$ cat src/rtl/alu_pkg.sv
// Shared definitions for the ALU-op sequencer: ALUOp encodings, FSM state
// codes and small op-classification helpers.
package alu_pkg;

    localparam int unsigned OP_W = 4;
    localparam int unsigned ST_W = 3;

    // op_req / ALUOp encodings
    localparam logic [OP_W-1:0] OP_NOP    = 4'h0;
    localparam logic [OP_W-1:0] OP_ADD    = 4'h1;
    localparam logic [OP_W-1:0] OP_ADDU   = 4'h2;
    localparam logic [OP_W-1:0] OP_SUB    = 4'h3;
    localparam logic [OP_W-1:0] OP_SUBU   = 4'h4;
    localparam logic [OP_W-1:0] OP_AND    = 4'h5;
    localparam logic [OP_W-1:0] OP_OR     = 4'h6;
    localparam logic [OP_W-1:0] OP_SLT    = 4'h7;
    localparam logic [OP_W-1:0] OP_SHLOAD = 4'h8;
    localparam logic [OP_W-1:0] OP_SLL    = 4'h9;
    localparam logic [OP_W-1:0] OP_SRL    = 4'hA;
    localparam logic [OP_W-1:0] OP_SRA    = 4'hB;
    localparam logic [OP_W-1:0] OP_BEQ    = 4'hC;
    localparam logic [OP_W-1:0] OP_BNE    = 4'hD;
    localparam logic [OP_W-1:0] OP_PASSA  = 4'hE;

    // Sequencer states
    localparam logic [ST_W-1:0] S_IDLE    = 3'd0;
    localparam logic [ST_W-1:0] S_ISSUE   = 3'd1;
    localparam logic [ST_W-1:0] S_SH_LOAD = 3'd2;
    localparam logic [ST_W-1:0] S_SH_RUN  = 3'd3;
    localparam logic [ST_W-1:0] S_CAPTURE = 3'd4;
    localparam logic [ST_W-1:0] S_FINISH  = 3'd5;

    // Ops that go through the clocked shifter sequence
    function automatic logic is_shift(input logic [OP_W-1:0] op);
        return (op == OP_SLL) || (op == OP_SRL) || (op == OP_SRA);
    endfunction

    // Ops whose signed overflow may raise an exception
    function automatic logic is_trapping(input logic [OP_W-1:0] op);
        return (op == OP_ADD) || (op == OP_SUB);
    endfunction

    // SHLOAD is internal-only and 4'hF is unassigned; both behave as NOP
    function automatic logic is_known(input logic [OP_W-1:0] op);
        return (op != OP_SHLOAD) && (op != 4'hF);
    endfunction

endpackage

$ cat src/rtl/alu_seq_fsm.sv
// Sequencer control: state register, shift-cycle counter and latched op.
// Ports: clk, rst_n (async active-low), start_i/op_req_i (request),
//        state_o/state_next_o (current/next state), op_o/op_next_o
//        (current/next latched op code).
module alu_seq_fsm
    import alu_pkg::*;
#(
    parameter int unsigned SHIFT_CYCLES = 2
) (
    input  logic            clk,
    input  logic            rst_n,
    input  logic            start_i,
    input  logic [OP_W-1:0] op_req_i,
    output logic [ST_W-1:0] state_o,
    output logic [ST_W-1:0] state_next_o,
    output logic [OP_W-1:0] op_o,
    output logic [OP_W-1:0] op_next_o
);

    localparam int unsigned CW = $clog2(SHIFT_CYCLES) + 1;

    logic [ST_W-1:0] state_q, state_d;
    logic [CW-1:0]   cnt_q, cnt_d;
    logic [OP_W-1:0] op_q, op_d;

    // State, counter and op registers
    always_ff @(posedge clk or negedge rst_n) begin
        if (!rst_n) begin
            state_q <= S_IDLE;
            cnt_q   <= '0;
            op_q    <= OP_NOP;
        end else begin
            state_q <= state_d;
            cnt_q   <= cnt_d;
            op_q    <= op_d;
        end
    end

    // Next-state logic
    always_comb begin
        state_d = state_q;
        cnt_d   = cnt_q;
        op_d    = op_q;
        case (state_q)
            S_IDLE: begin
                if (start_i) begin
                    op_d    = is_known(op_req_i) ? op_req_i : OP_NOP;
                    state_d = is_shift(op_req_i) ? S_SH_LOAD : S_ISSUE;
                end
            end
            S_ISSUE:   state_d = S_CAPTURE;
            S_SH_LOAD: begin
                state_d = S_SH_RUN;
                cnt_d   = CW'(SHIFT_CYCLES - 1);
            end
            // Shift code is held for SHIFT_CYCLES cycles in total
            S_SH_RUN: begin
                if (cnt_q == '0) state_d = S_CAPTURE;
                else             cnt_d   = cnt_q - CW'(1);
            end
            S_CAPTURE: state_d = S_FINISH;
            S_FINISH:  state_d = S_IDLE;
            default:   state_d = S_IDLE;
        endcase
    end

    assign state_o      = state_q;
    assign state_next_o = state_d;
    assign op_o         = op_q;
    assign op_next_o    = op_d;

endmodule

$ cat src/rtl/alu_op_sequencer.sv
// Drives ALUOp to the multicycle ALU unit, captures its result and flags,
// and returns a registered result with a done pulse.
// Ports: clk, reset (async active-low), start/op_req (request),
//        ALUOp (to ALU), ALUOut_in/OVERFLOW_in/ZERO_in/Update_UC_in (from ALU),
//        busy, done, result, zero_q, branch_taken, ovf_exc (to control FSM).
module alu_op_sequencer
    import alu_pkg::*;
#(
    parameter int unsigned SHIFT_CYCLES = 2,
    parameter bit          TRAP_ON_OVF  = 1'b1
) (
    input  logic        clk,
    input  logic        reset,
    input  logic        start,
    input  logic [3:0]  op_req,
    output logic [3:0]  ALUOp,
    input  logic [31:0] ALUOut_in,
    input  logic        OVERFLOW_in,
    input  logic        ZERO_in,
    input  logic        Update_UC_in,
    output logic        busy,
    output logic        done,
    output logic [31:0] result,
    output logic        zero_q,
    output logic        branch_taken,
    output logic        ovf_exc
);

    logic [ST_W-1:0] state_q, state_d;
    logic [OP_W-1:0] op_q, op_d;

    logic [OP_W-1:0] aluop_q, aluop_d;
    logic            busy_q, busy_d;
    logic            done_q, done_d;
    logic            ovf_exc_q, ovf_exc_d;
    logic            ovf_arm_q, ovf_arm_d;
    logic [31:0]     result_q, result_d;
    logic            zero_flag_q, zero_flag_d;
    logic            branch_q, branch_d;
    logic            trap_c;

    alu_seq_fsm #(
        .SHIFT_CYCLES (SHIFT_CYCLES)
    ) u_fsm (
        .clk          (clk),
        .rst_n        (reset),
        .start_i      (start),
        .op_req_i     (op_req),
        .state_o      (state_q),
        .state_next_o (state_d),
        .op_o         (op_q),
        .op_next_o    (op_d)
    );

    assign trap_c = TRAP_ON_OVF && is_trapping(op_q) && OVERFLOW_in;

    // Output flops are loaded from the next state so they line up with it
    always_comb begin
        aluop_d     = OP_NOP;
        busy_d      = (state_d != S_IDLE);
        done_d      = (state_q == S_FINISH);
        ovf_exc_d   = done_d & ovf_arm_q;
        ovf_arm_d   = ovf_arm_q;
        result_d    = result_q;
        zero_flag_d = zero_flag_q;
        branch_d    = branch_q;

        case (state_d)
            S_ISSUE, S_SH_RUN, S_CAPTURE: aluop_d = op_d;
            S_SH_LOAD:                    aluop_d = OP_SHLOAD;
            default:                      aluop_d = OP_NOP;
        endcase

        // Sample the ALU; a trapped overflow keeps the previous result
        if (state_q == S_CAPTURE) begin
            ovf_arm_d = trap_c;
            if (op_q == OP_NOP) begin
                zero_flag_d = 1'b0;
                branch_d    = 1'b0;
            end else begin
                zero_flag_d = ZERO_in;
                branch_d    = Update_UC_in;
                if (!trap_c) result_d = ALUOut_in;
            end
        end
    end

    always_ff @(posedge clk or negedge reset) begin
        if (!reset) begin
            aluop_q     <= OP_NOP;
            busy_q      <= 1'b0;
            done_q      <= 1'b0;
            ovf_exc_q   <= 1'b0;
            ovf_arm_q   <= 1'b0;
            result_q    <= 32'h0;
            zero_flag_q <= 1'b0;
            branch_q    <= 1'b0;
        end else begin
            aluop_q     <= aluop_d;
            busy_q      <= busy_d;
            done_q      <= done_d;
            ovf_exc_q   <= ovf_exc_d;
            ovf_arm_q   <= ovf_arm_d;
            result_q    <= result_d;
            zero_flag_q <= zero_flag_d;
            branch_q    <= branch_d;
        end
    end

    assign ALUOp        = aluop_q;
    assign busy         = busy_q;
    assign done         = done_q;
    assign ovf_exc      = ovf_exc_q;
    assign result       = result_q;
    assign zero_q       = zero_flag_q;
    assign branch_taken = branch_q;

endmodule

$ cat config.mk
export PLATFORM = sky130hd
export DESIGN_NAME = alu_op_sequencer
export DESIGN_NICKNAME = d
export VERILOG_FILES = /design/src/rtl/alu_pkg.sv /design/src/rtl/alu_seq_fsm.sv /design/src/rtl/alu_op_sequencer.sv
export SDC_FILE = /design/constraint.sdc
export NUM_CORES = 1
export LEC_CHECK = 0
export ABC_CLOCK_PERIOD_IN_PS = 2450
export CAP_MARGIN = 5
export CELL_PAD_IN_SITES_DETAIL_PLACEMENT = 0
export CELL_PAD_IN_SITES_GLOBAL_PLACEMENT = 2
export CORE_ASPECT_RATIO = 1.2
export CORE_UTILIZATION = 28
export CTS_CLUSTER_DIAMETER = 100
export CTS_CLUSTER_SIZE = 20
export DETAILED_ROUTE_END_ITERATION = 10
export MAX_ROUTING_LAYER = met4
export PLACE_DENSITY = 0.75
export SYNTH_ARGS = -nofsm -noshare
export SYNTH_HDL_FRONTEND = slang
export SYNTH_HIERARCHICAL = 1
export SYNTH_SLANG_ARGS = --single-unit
$ cat constraint.sdc
create_clock -name clk -period 2.45 [get_ports clk]
set_input_delay 0.3675 -clock clk [delete_from_list [all_inputs] [get_ports clk]]
set_output_delay 0.3675 -clock clk [all_outputs]
set_load 0.02 [all_outputs]
==> run_results.csv, run 1 <==
group,metric,value,unit
timing,slew_viol_final,0,
global_route,grt_pass1_wl,7870,um
timing,holdWs,55.3,ps
global_route,antenna_found_initial,0,
timing,finalSetupViolCount,0,
detailed_routing,routed_via_density,4.51,
timing,fin_crit_sh,84.5,%
pwr,p_sw,1.59,mW
logic_synthesis,synthFlopType,"dfrtp_1",
pwr,intPower,2.96,mW
clocking,clkTransAtPathRegs,90,ps
die,dieArea,8250,sq um
finish,area_growth,48.4,%
logic_synthesis,ys_warn_count,6,
timing,tightest_slew,575,ps
setup_path,crit_fanout,9,
die,io_pins,83,
logic_synthesis,synth.avg_cell_area,14.4,sq um
clocking,cts_resized,0,
logic_synthesis,syn-num-nets,196,
placement,globalplace.congestion,0.713,
finish,diodes,0,
status,outcome,"completed",
clocking,cts_root_buf,"clkbuf_8",
timing,fmax,483,MHz
detailed_routing,wl_per_cell,13.8,um
placement,dp_hpwl,3400,um
global_route,grt_pass1_vias,1508,
setup_path,criticalPathCategory,"register to register",
logic_synthesis,synthDistinctLibCells,31,
logic_synthesis,muxShareOfSynthArea,22.4,%
setup_path,crit_path_end_kind,"register",
die,fp.dieH,99.3,um
clocking,cts_tree,"built",
pwr,leakage,1.40,nW
clocking,cts_setup_buffers,0,
detailed_routing,drc,0,
logic_synthesis,synth-edff-count,0,
logic_synthesis,synthesis.instances,153,
global_route,grt_max_degree,33,
setup_path,worstPathArrival,2300,ps
detailed_routing,wirelength,4630,um
setup_path,required,2680,ps
pwr,p_seq_share,32.7,%
clocking,cts_sinks,51,
die,rows,35,
pwr,p_total,4.55,mW
timing,fin_crit,2070,ps
logic_synthesis,synth_compound_area_share,5.89,%
clocking,hold_buffers,0,
timing,slew_headroom,61.7,%
clocking,htreeDepth,2,
pwr,switching_share,34.9,%
die,fp.dieW,83.1,um
placement,port_buffers,82,
pwr,p_comb_share,54.6,%
die,initial_utilization,28.8,%
pwr,peakVddDrop,667,uV
die,coreArea,7660,sq um
logic_synthesis,syn_area,2210,sq um
logic_synthesis,async_reset_ff_share,100,%
logic_synthesis,synthAdderAreaFrac,0.567,%
min_path,hold_class,"input port to async pin",
logic_synthesis,ys_seq_area_share,57.8,%
detailed_routing,ant_nets,0,
pwr,p_per_area,1390,nW/um^2
global_route,track_usage,12.5,%
timing,skew,7.38,ps
timing,setup-tns-final,0,ps
logic_synthesis,synth-simple-area-share,10.9,%
detailed_routing,vias,1517,
clocking,cts_buffer_depth,2,
pwr,clkPwrFrac,12.7,%
timing,grt_setup_unrepaired,"no",
detailed_routing,drt_pass1_iterations,4,
detailed_routing,drt_iter0_markers,58,
logic_synthesis,synth_top_family_by_area,"multiplexers",
clocking,clock_latency,300,ps
finish,drive_gt1_share,22.1,%
timing,hold_viol,0,
clocking,numCtsBuffers,5,
run,maxCapViolCount,0,
logic_synthesis,synth_xor_area_share,0,%
setup_path,start_kind,"register",
logic_synthesis,yosys_register_bits,51,
finish,nets,286,
global_route,grt_overflow,0,
==> synth_stat cells, types with 2 or more instances <==
cell | number | area, sq um
dfrtp_1 | 51 | 1280
nand2_1 | 12 | 45.0
buf_6 | 3 | 33.8
nor2_1 | 5 | 18.8
o21ai_0 | 6 | 30.0
nand2b_1 | 2 | 12.5
mux2_4 | 30 | 450
buf_2 | 2 | 10.0
mux2_2 | 3 | 33.8
nor2b_1 | 4 | 25.0
nand3_1 | 9 | 45.0
a22o_2 | 2 | 20.0
and2_1 | 3 | 18.8
inv_1 | 3 | 11.3
or3_1 | 2 | 12.5
==> state kept, by name, indices dropped and copies added, names as in the netlist <==
name,cells
branch_taken,1
u_fsm/op_o,4
u_fsm/cnt_q,2
zero_q,1
ALUOp,4
ovf_exc,1
result,32
u_fsm/state_o,3
done,1
busy,1
ovf_arm_q,1
==> power groups by stage <==
stage | Sequential [mW] | Combinational [mW] | Clock, mW
3_3_place_gp | 1.49 | 2.50 | 0
6_report | 1.49 | 2.49 | 0.580
4_1_cts | 1.49 | 2.52 | 0.612
3_5_place_dp | 1.51 | 2.50 | 0
2_1_floorplan | 1.88 | 1.16 | 0
5_1_grt | 1.55 | 2.67 | 0.638
==> cell type report <==
type,count,area (sq um)
clock buffers,5,68.8
clock inverters,3,43.8
fillers,723,4390
inverters,3,11.3
multi-input cells,94,877
flip-flops and latches,51,1280
well taps,92,115
repair buffers,88,886
==> cell families (layout without fill, tap and decap cells) <==
kind of cell / count (synthesis) / after routing
compound gates: 15 / 15
buf+inv: 8 / 99
mux: 34 / 34
fa+ha+maj: 1 / 1
simple gates: 44 / 44
flops: 51 / 51
==> per-layer routing <==
metal,GRT usage [%],wire (um)
met1,17.1,2340
met2,17.7,1920
met3,2.82,282
met4,5.57,84
met5,-,0
==> stage by stage <==
stage	setup slack [ps]	instance area, sq um	cells	util (%)
CTS	370	3280	336	42.8
global route	224	3280	336	42.8
global placement	149	3170	328	41.3
detailed placement	132	3170	328	41.3
floorplan	495	2210	153	-
finish	379	3280	336	42.8
==> placed cells by master, fill, tap and decap left out, types with 2 or more instances in the layout <==
cell type and n:
mux2_4 30, buf_12 2, clkbuf_8 5, nor2_1 5, dfrtp_1 51, mux2_2 3
nand3_1 9, buf_4 4, nand2_1 12, clkdlybuf4s50_1 81, and2_1 3, a22o_2 2
nand2b_1 2, or3_1 2, inv_1 3, nor2b_1 4, o21ai_0 6
==> critical path, stage by stage, from the launching register on <==
cell and delay [ps]:
dfrtp_1 480, or4b_1 610, o32ai_2 400, mux2_2 370
o21ai_0 130
==> final timing paths <==
check / endpoint / slack [ps] / start / depth (start not counted)
min reg2reg: ovf_arm_q$_DFFE_PN0N_ / 480 / ovf_arm_q$_DFFE_PN0N_ / 2
min: result[3]$_DFFE_PN0P_ / 60 / reset / 1
max reg2reg: ALUOp[3]$_DFF_PN0_ / 380 / u_fsm/state_o[2]$_DFF_PN0_ / 4
min in group clk: ovf_arm_q$_DFFE_PN0N_ / 480 / ovf_arm_q$_DFFE_PN0N_ / 2
max: ALUOp[3]$_DFF_PN0_ / 380 / u_fsm/state_o[2]$_DFF_PN0_ / 4
max in group asynchronous: result[11]$_DFFE_PN0P_ / 1850 / reset / 2
No activity file was read; power rests on OpenSTA's default activity.
==> run 2, diff against run 1 <==
--- a/config.mk
+++ b/config.mk
@@ -5,17 +5,17 @@
 export SDC_FILE = /design/constraint.sdc
 export NUM_CORES = 1
 export LEC_CHECK = 0
-export ABC_CLOCK_PERIOD_IN_PS = 2450
+export ABC_CLOCK_PERIOD_IN_PS = 1900
 export CAP_MARGIN = 5
 export CELL_PAD_IN_SITES_DETAIL_PLACEMENT = 0
 export CELL_PAD_IN_SITES_GLOBAL_PLACEMENT = 2
 export CORE_ASPECT_RATIO = 1.2
-export CORE_UTILIZATION = 28
+export CORE_UTILIZATION = 26
 export CTS_CLUSTER_DIAMETER = 100
 export CTS_CLUSTER_SIZE = 20
 export DETAILED_ROUTE_END_ITERATION = 10
 export MAX_ROUTING_LAYER = met4
-export PLACE_DENSITY = 0.75
+export PLACE_DENSITY = 0.73
 export SYNTH_ARGS = -nofsm -noshare
 export SYNTH_HDL_FRONTEND = slang
 export SYNTH_HIERARCHICAL = 1
==> constraint.sdc (replaced) <==
create_clock -name clk -period 1.9 [get_ports clk]
set_input_delay 0.285 -clock clk [delete_from_list [all_inputs] [get_ports clk]]
set_output_delay 0.285 -clock clk [all_outputs]
set_load 0.02 [all_outputs]
==> run_results.csv, run 2 (synthesized netlist as in run 1, its figures left out) <==
group,metric,value,unit
setup_path,crit_chain,"or3b_4 > a311oi_4 > buf_6 > buf_12 > mux2_4",
finish,final_common_cell,"clkdlybuf4s50_1",
run,maxCapViolCount,0,
finish,drive_gt1_share,27.5,%
clocking,cts_tree,"built",
global_route,grt_max_degree,52,
clocking,cts_sinks,51,
placement,port_buffers,82,
placement,dp.cells,361,
finish,mostFrequentLayoutCells,"clkdlybuf4s50_1 (81), dfrtp_1 (51), mux2_4 (33)",
placement,dp_hpwl,3460,um
placement,globalplace.congestion,0.698,
placement,post-place-ws,-291,ps
detailed_routing,drt_iter0_markers,43,
detailed_routing,routed_via_density,4.23,
die,dieArea,8870,sq um
global_route,grt_pass1_vias,1588,
clocking,cts_root_buf,"clkbuf_8",
global_route,antenna_found_initial,0,
clocking,htreeDepth,2,
setup_path,crit_path_end_kind,"register",
die,coreArea,8200,sq um
finish,largest_reg_flops,32,
timing,skew,4.04,ps
timing,finalSetupViolCount,6,
die,rows,36,
setup_path,start_kind,"register",
timing,holdWs,496,ps
timing,hold_viol,0,
detailed_routing,ant_nets,0,
clocking,cts_buffer_depth,2,
die,io_pins,83,
timing,slew_viol_final,0,
global_route,track_usage,11.6,%
pwr,peakVddDrop,428,uV
finish,area_growth,57.8,%
timing,tightest_slew,454,ps
detailed_routing,drc,0,
die,fp.dieW,86.1,um
timing,fin_crit,1910,ps
clocking,clkTransAtPathRegs,80,ps
finish,diodes,0,
timing,grt_setup_unrepaired,"yes",
detailed_routing,wirelength,5010,um
setup_path,worstPathArrival,2090,ps
pwr,p_per_area,1780,nW/um^2
min_path,hold_class,"register to register",
timing,fin_crit_sh,100,%
setup_path,criticalPathCategory,"register to register",
clocking,numCtsBuffers,5,
setup_path,slowest_stage,"or3b_4",
finish,fin_cells,372,
detailed_routing,wl_per_cell,13.5,um
finish,nets,301,
finish,final_core_util,42.5,%
setup_path,required,2080,ps
global_route,grt_pass1_wl,7690,um
timing,slew_headroom,69.5,%
detailed_routing,vias,1573,
status,outcome,"complete, but fails checks",
timing,fmax,525,MHz
pwr,leakage,1.50,nW
setup_path,slowest_delay,430,ps
global_route,grt_overflow,0,
clocking,clock_latency,300,ps
setup_path,crit_fanout,16,
timing,timing.final.ws_setup,-6.28,ps
die,fp.dieH,103,um
status,violations,"negative setup slack",
die,initial_utilization,26.9,%
detailed_routing,drt_pass1_iterations,4,
-- run 2: repair_timing --
item / in CTS / in global routing
buffers inserted: 0 / 1
endpoints found under the setup margin: 8 / 36
hold endpoints to repair: 51 / 0
pin swaps: 0 / 3
resized for setup: 3 / 12
hold buffers: 1 / 0
gates cloned: 0 / 2
-- run 2: path summary, 6_finish.rpt --
kind                                       startpoint                endpoint  slack [ps]  depth (start not counted)
max                        u_fsm/state_o[0]$_DFF_PN0_  result[24]$_DFFE_PN0P_          -6                          5
min                             ovf_arm_q$_DFFE_PN0N_       ovf_exc$_DFF_PN0_         500                          1
max reg2reg                u_fsm/state_o[0]$_DFF_PN0_  result[24]$_DFFE_PN0P_          -6                          5
min reg2reg                     ovf_arm_q$_DFFE_PN0N_       ovf_exc$_DFF_PN0_         500                          1
max in group asynchronous                       reset  result[22]$_DFFE_PN0P_        1160                          3
min in group asynchronous                       reset  result[19]$_DFFE_PN0P_         510                          3
-- run 2: worst max-delay path: cells and delay by family (launching register included) --
kind                   cells  cell delay [ps]
buffers and inverters      2              350
DFF                        1              420
AOI/OAI and AO/OA          1              280
and+or+nand+nor            1              430
muxes                      1              310
-- run 2: where the power goes --
| group | switching (mW) | total, mW | internal, mW |
|---|---|---|---|
| clock network | 0.333 | 0.720 | 0.386 |
| registers | 0.299 | 1.91 | 1.61 |
| logic | 1.51 | 3.56 | 2.06 |
-- run 2: per-layer routing --
metal  track usage (%)  vias up  wire, um
li1                  -      745         -
met3              2.16        5       209
met1              13.9      771      2210
met4              4.23        0        86
met5                 -        -         0
met2              19.5       52      2510
-- run 2: area by class of cell --
class                           count  area (sq um)
Fill cell                         794          4710
Tap cell                          114           143
Clock buffer                        6          72.6
Multi-Input combinational cell     94           927
Inverter                            3          11.3
Clock inverter                      1          30.0
Sequential cell                    51          1280
Timing Repair Buffer              103          1030
-- run 2: through the flow --
step | power, mW | area (sq um) | setup TNS, ps
after floorplan | 3.95 | 2230 | -83.8
after global placement | 5.24 | 3290 | -1070
after detailed placement | 5.29 | 3290 | -1200
after CTS | 6.08 | 3410 | -1.69
after global routing | 6.56 | 3490 | -1150
final | 6.19 | 3490 | -18.5
==> run 3, diff against run 2 <==
--- a/config.mk
+++ b/config.mk
@@ -16,6 +16,7 @@
 export DETAILED_ROUTE_END_ITERATION = 10
 export MAX_ROUTING_LAYER = met4
 export PLACE_DENSITY = 0.73
+export SKIP_CTS_REPAIR_TIMING = 1
 export SYNTH_ARGS = -nofsm -noshare
 export SYNTH_HDL_FRONTEND = slang
 export SYNTH_HIERARCHICAL = 1
==> run_results.csv, run 3 (synthesized netlist as in run 1, its figures left out) <==
group,metric,value,unit
die,initial_utilization,26.9,%
detailed_routing,drt-met1-wl,2190,um
timing,grt_setup_unrepaired,"yes",
pwr,p_per_area,1780,nW/um^2
clocking,cts_tree,"built",
setup_path,required,2080,ps
setup_path,r2r_setup_slack,-10,ps
detailed_routing,routed.top_layer,"met4",
pwr,clkPwrFrac,11.6,%
finish,largest_reg_flops,32,
die,fp.dieW,86.1,um
timing,slew_headroom,69.6,%
detailed_routing,drt_pass1_iterations,4,
timing,hold_viol,0,
global_route,antenna_found_initial,0,
detailed_routing,met3_length,219,um
detailed_routing,wl_met2,2510,um
timing,tightest_slew,454,ps
finish,final_area,3490,sq um
pwr,p_seq_share,30.8,%
detailed_routing,vias,1581,
die,rows,36,
setup_path,slowest_stage,"or3b_4",
placement,port_buffers,82,
setup_path,worstPathArrival,2090,ps
global_route,grt_pass1_wl,7670,um
global_route,grt_max_degree,52,
timing,fin_crit_sh,101,%
setup_path,path_buf_inv,2,
die,coreArea,8200,sq um
setup_path,criticalPathCategory,"register to register",
clocking,cts_sinks,51,
die,fp.dieH,103,um
finish,final_common_cell,"clkdlybuf4s50_1",
placement,place_area,3290,sq um
timing,timing.final.ws_setup,-10.7,ps
pwr,p_total,6.20,mW
pwr,intPower,4.05,mW
global_route,track_usage,11.6,%
detailed_routing,wl_per_cell,13.4,um
min_path,hold_class,"register to register",
status,violations,"negative setup slack",
pwr,peakVddDrop,417,uV
clocking,clkTransAtPathRegs,90,ps
die,dieArea,8870,sq um
clocking,htreeDepth,2,
global_route,grt_pass1_vias,1568,
global_route,grt_overflow,0,
clocking,cts_root_buf,"clkbuf_8",
timing,fmax,523,MHz
detailed_routing,wirelength,5000,um
setup_path,crit_chain,"or3b_4 > a311oi_4 > buf_6 > buf_12 > mux2_4",
pwr,leakage,1.50,nW
detailed_routing,drc,0,
die,io_pins,83,
clocking,numCtsBuffers,5,
pwr,switching_share,34.6,%
clocking,cts_buffer_depth,2,
finish,nets,301,
timing,skew,3.49,ps
placement,dp_hpwl,3460,um
clocking,clock_latency,290,ps
run,maxCapViolCount,0,
detailed_routing,drt_iter0_markers,45,
timing,finalSetupViolCount,16,
placement,globalplace.congestion,0.698,
setup_path,crit_path_end_kind,"register",
finish,area_growth,57.8,%
pwr,p_comb_share,57.5,%
detailed_routing,routed_via_density,4.25,
timing,slew_viol_final,0,
finish,diodes,0,
setup_path,start_kind,"register",
setup_path,slowest_delay,430,ps
pwr,p_sw,2.15,mW
status,outcome,"complete, but fails checks",
setup_path,cpLargestDelayFamily,"simple AND/OR/NAND/NOR gates",
detailed_routing,ant_nets,0,
timing,fin_crit,1910,ps
setup_path,crit_fanout,16,
finish,mostFrequentLayoutCells,"clkdlybuf4s50_1 (81), dfrtp_1 (51), mux2_4 (33)",
finish,drive_gt1_share,27.5,%
run 3: cell counts in the layout (fill, tap and decap cells not counted):
Identical to the previous run, type by type.
run 3: final timing paths:
check                                      startpoint                endpoint  depth (start not counted)
max                        u_fsm/state_o[0]$_DFF_PN0_  result[24]$_DFFE_PN0P_                          5
min                             ovf_arm_q$_DFFE_PN0N_   ovf_arm_q$_DFFE_PN0N_                          2
max reg2reg                u_fsm/state_o[0]$_DFF_PN0_  result[24]$_DFFE_PN0P_                          5
min reg2reg                     ovf_arm_q$_DFFE_PN0N_   ovf_arm_q$_DFFE_PN0N_                          2
max in group asynchronous                       reset  result[22]$_DFFE_PN0P_                          3
min in group asynchronous                       reset  result[19]$_DFFE_PN0P_                          3
run 3: cell type report:
| type | count | area (sq um) |
|---|---|---|
| Clock inverter | 1 | 30.0 |
| Timing Repair Buffer | 103 | 1030 |
| Sequential cell | 51 | 1280 |
| Tap cell | 114 | 143 |
| Multi-Input combinational cell | 94 | 927 |
| Inverter | 3 | 11.3 |
| Clock buffer | 6 | 72.6 |
| Fill cell | 796 | 4710 |
run 3: per-layer routing:
layer / global-route usage [%] / up-vias
met4: 4.23 / 0
met3: 2.16 / 5
met5: - / -
met1: 14.2 / 772
li1: - / 750
met2: 19.2 / 54
run 3: tightest hold or removal path, stage by stage, from the launching register on:
cell	delay, ps
dfrtp_1	350
nand2_1	50
o21ai_0	60
run 3: power groups by stage:
stage               clock (mW)  combinational [mW]  sequential, mW
floorplan                    0                1.53            2.42
global placement             0                3.34            1.90
detailed placement           0                3.36            1.93
CTS                      0.757                3.37            1.91
global route             0.791                3.80            1.97
finish                   0.721                3.57            1.91
run 3: per-stage QoR:
step,TNS [ps],std cells,hold WS [ps],worst slack (ps),util [%]
3_3_place_gp,-1070,361,301,-259,40.1
2_1_floorplan,-83.8,153,-10.6,-2.79,-
6_report,-71.7,372,498,-10.7,42.5
3_5_place_dp,-1200,361,301,-291,40.1
5_1_grt,-1260,372,522,-52.1,42.5
4_1_cts,-113,368,-30.8,-33.3,41.4
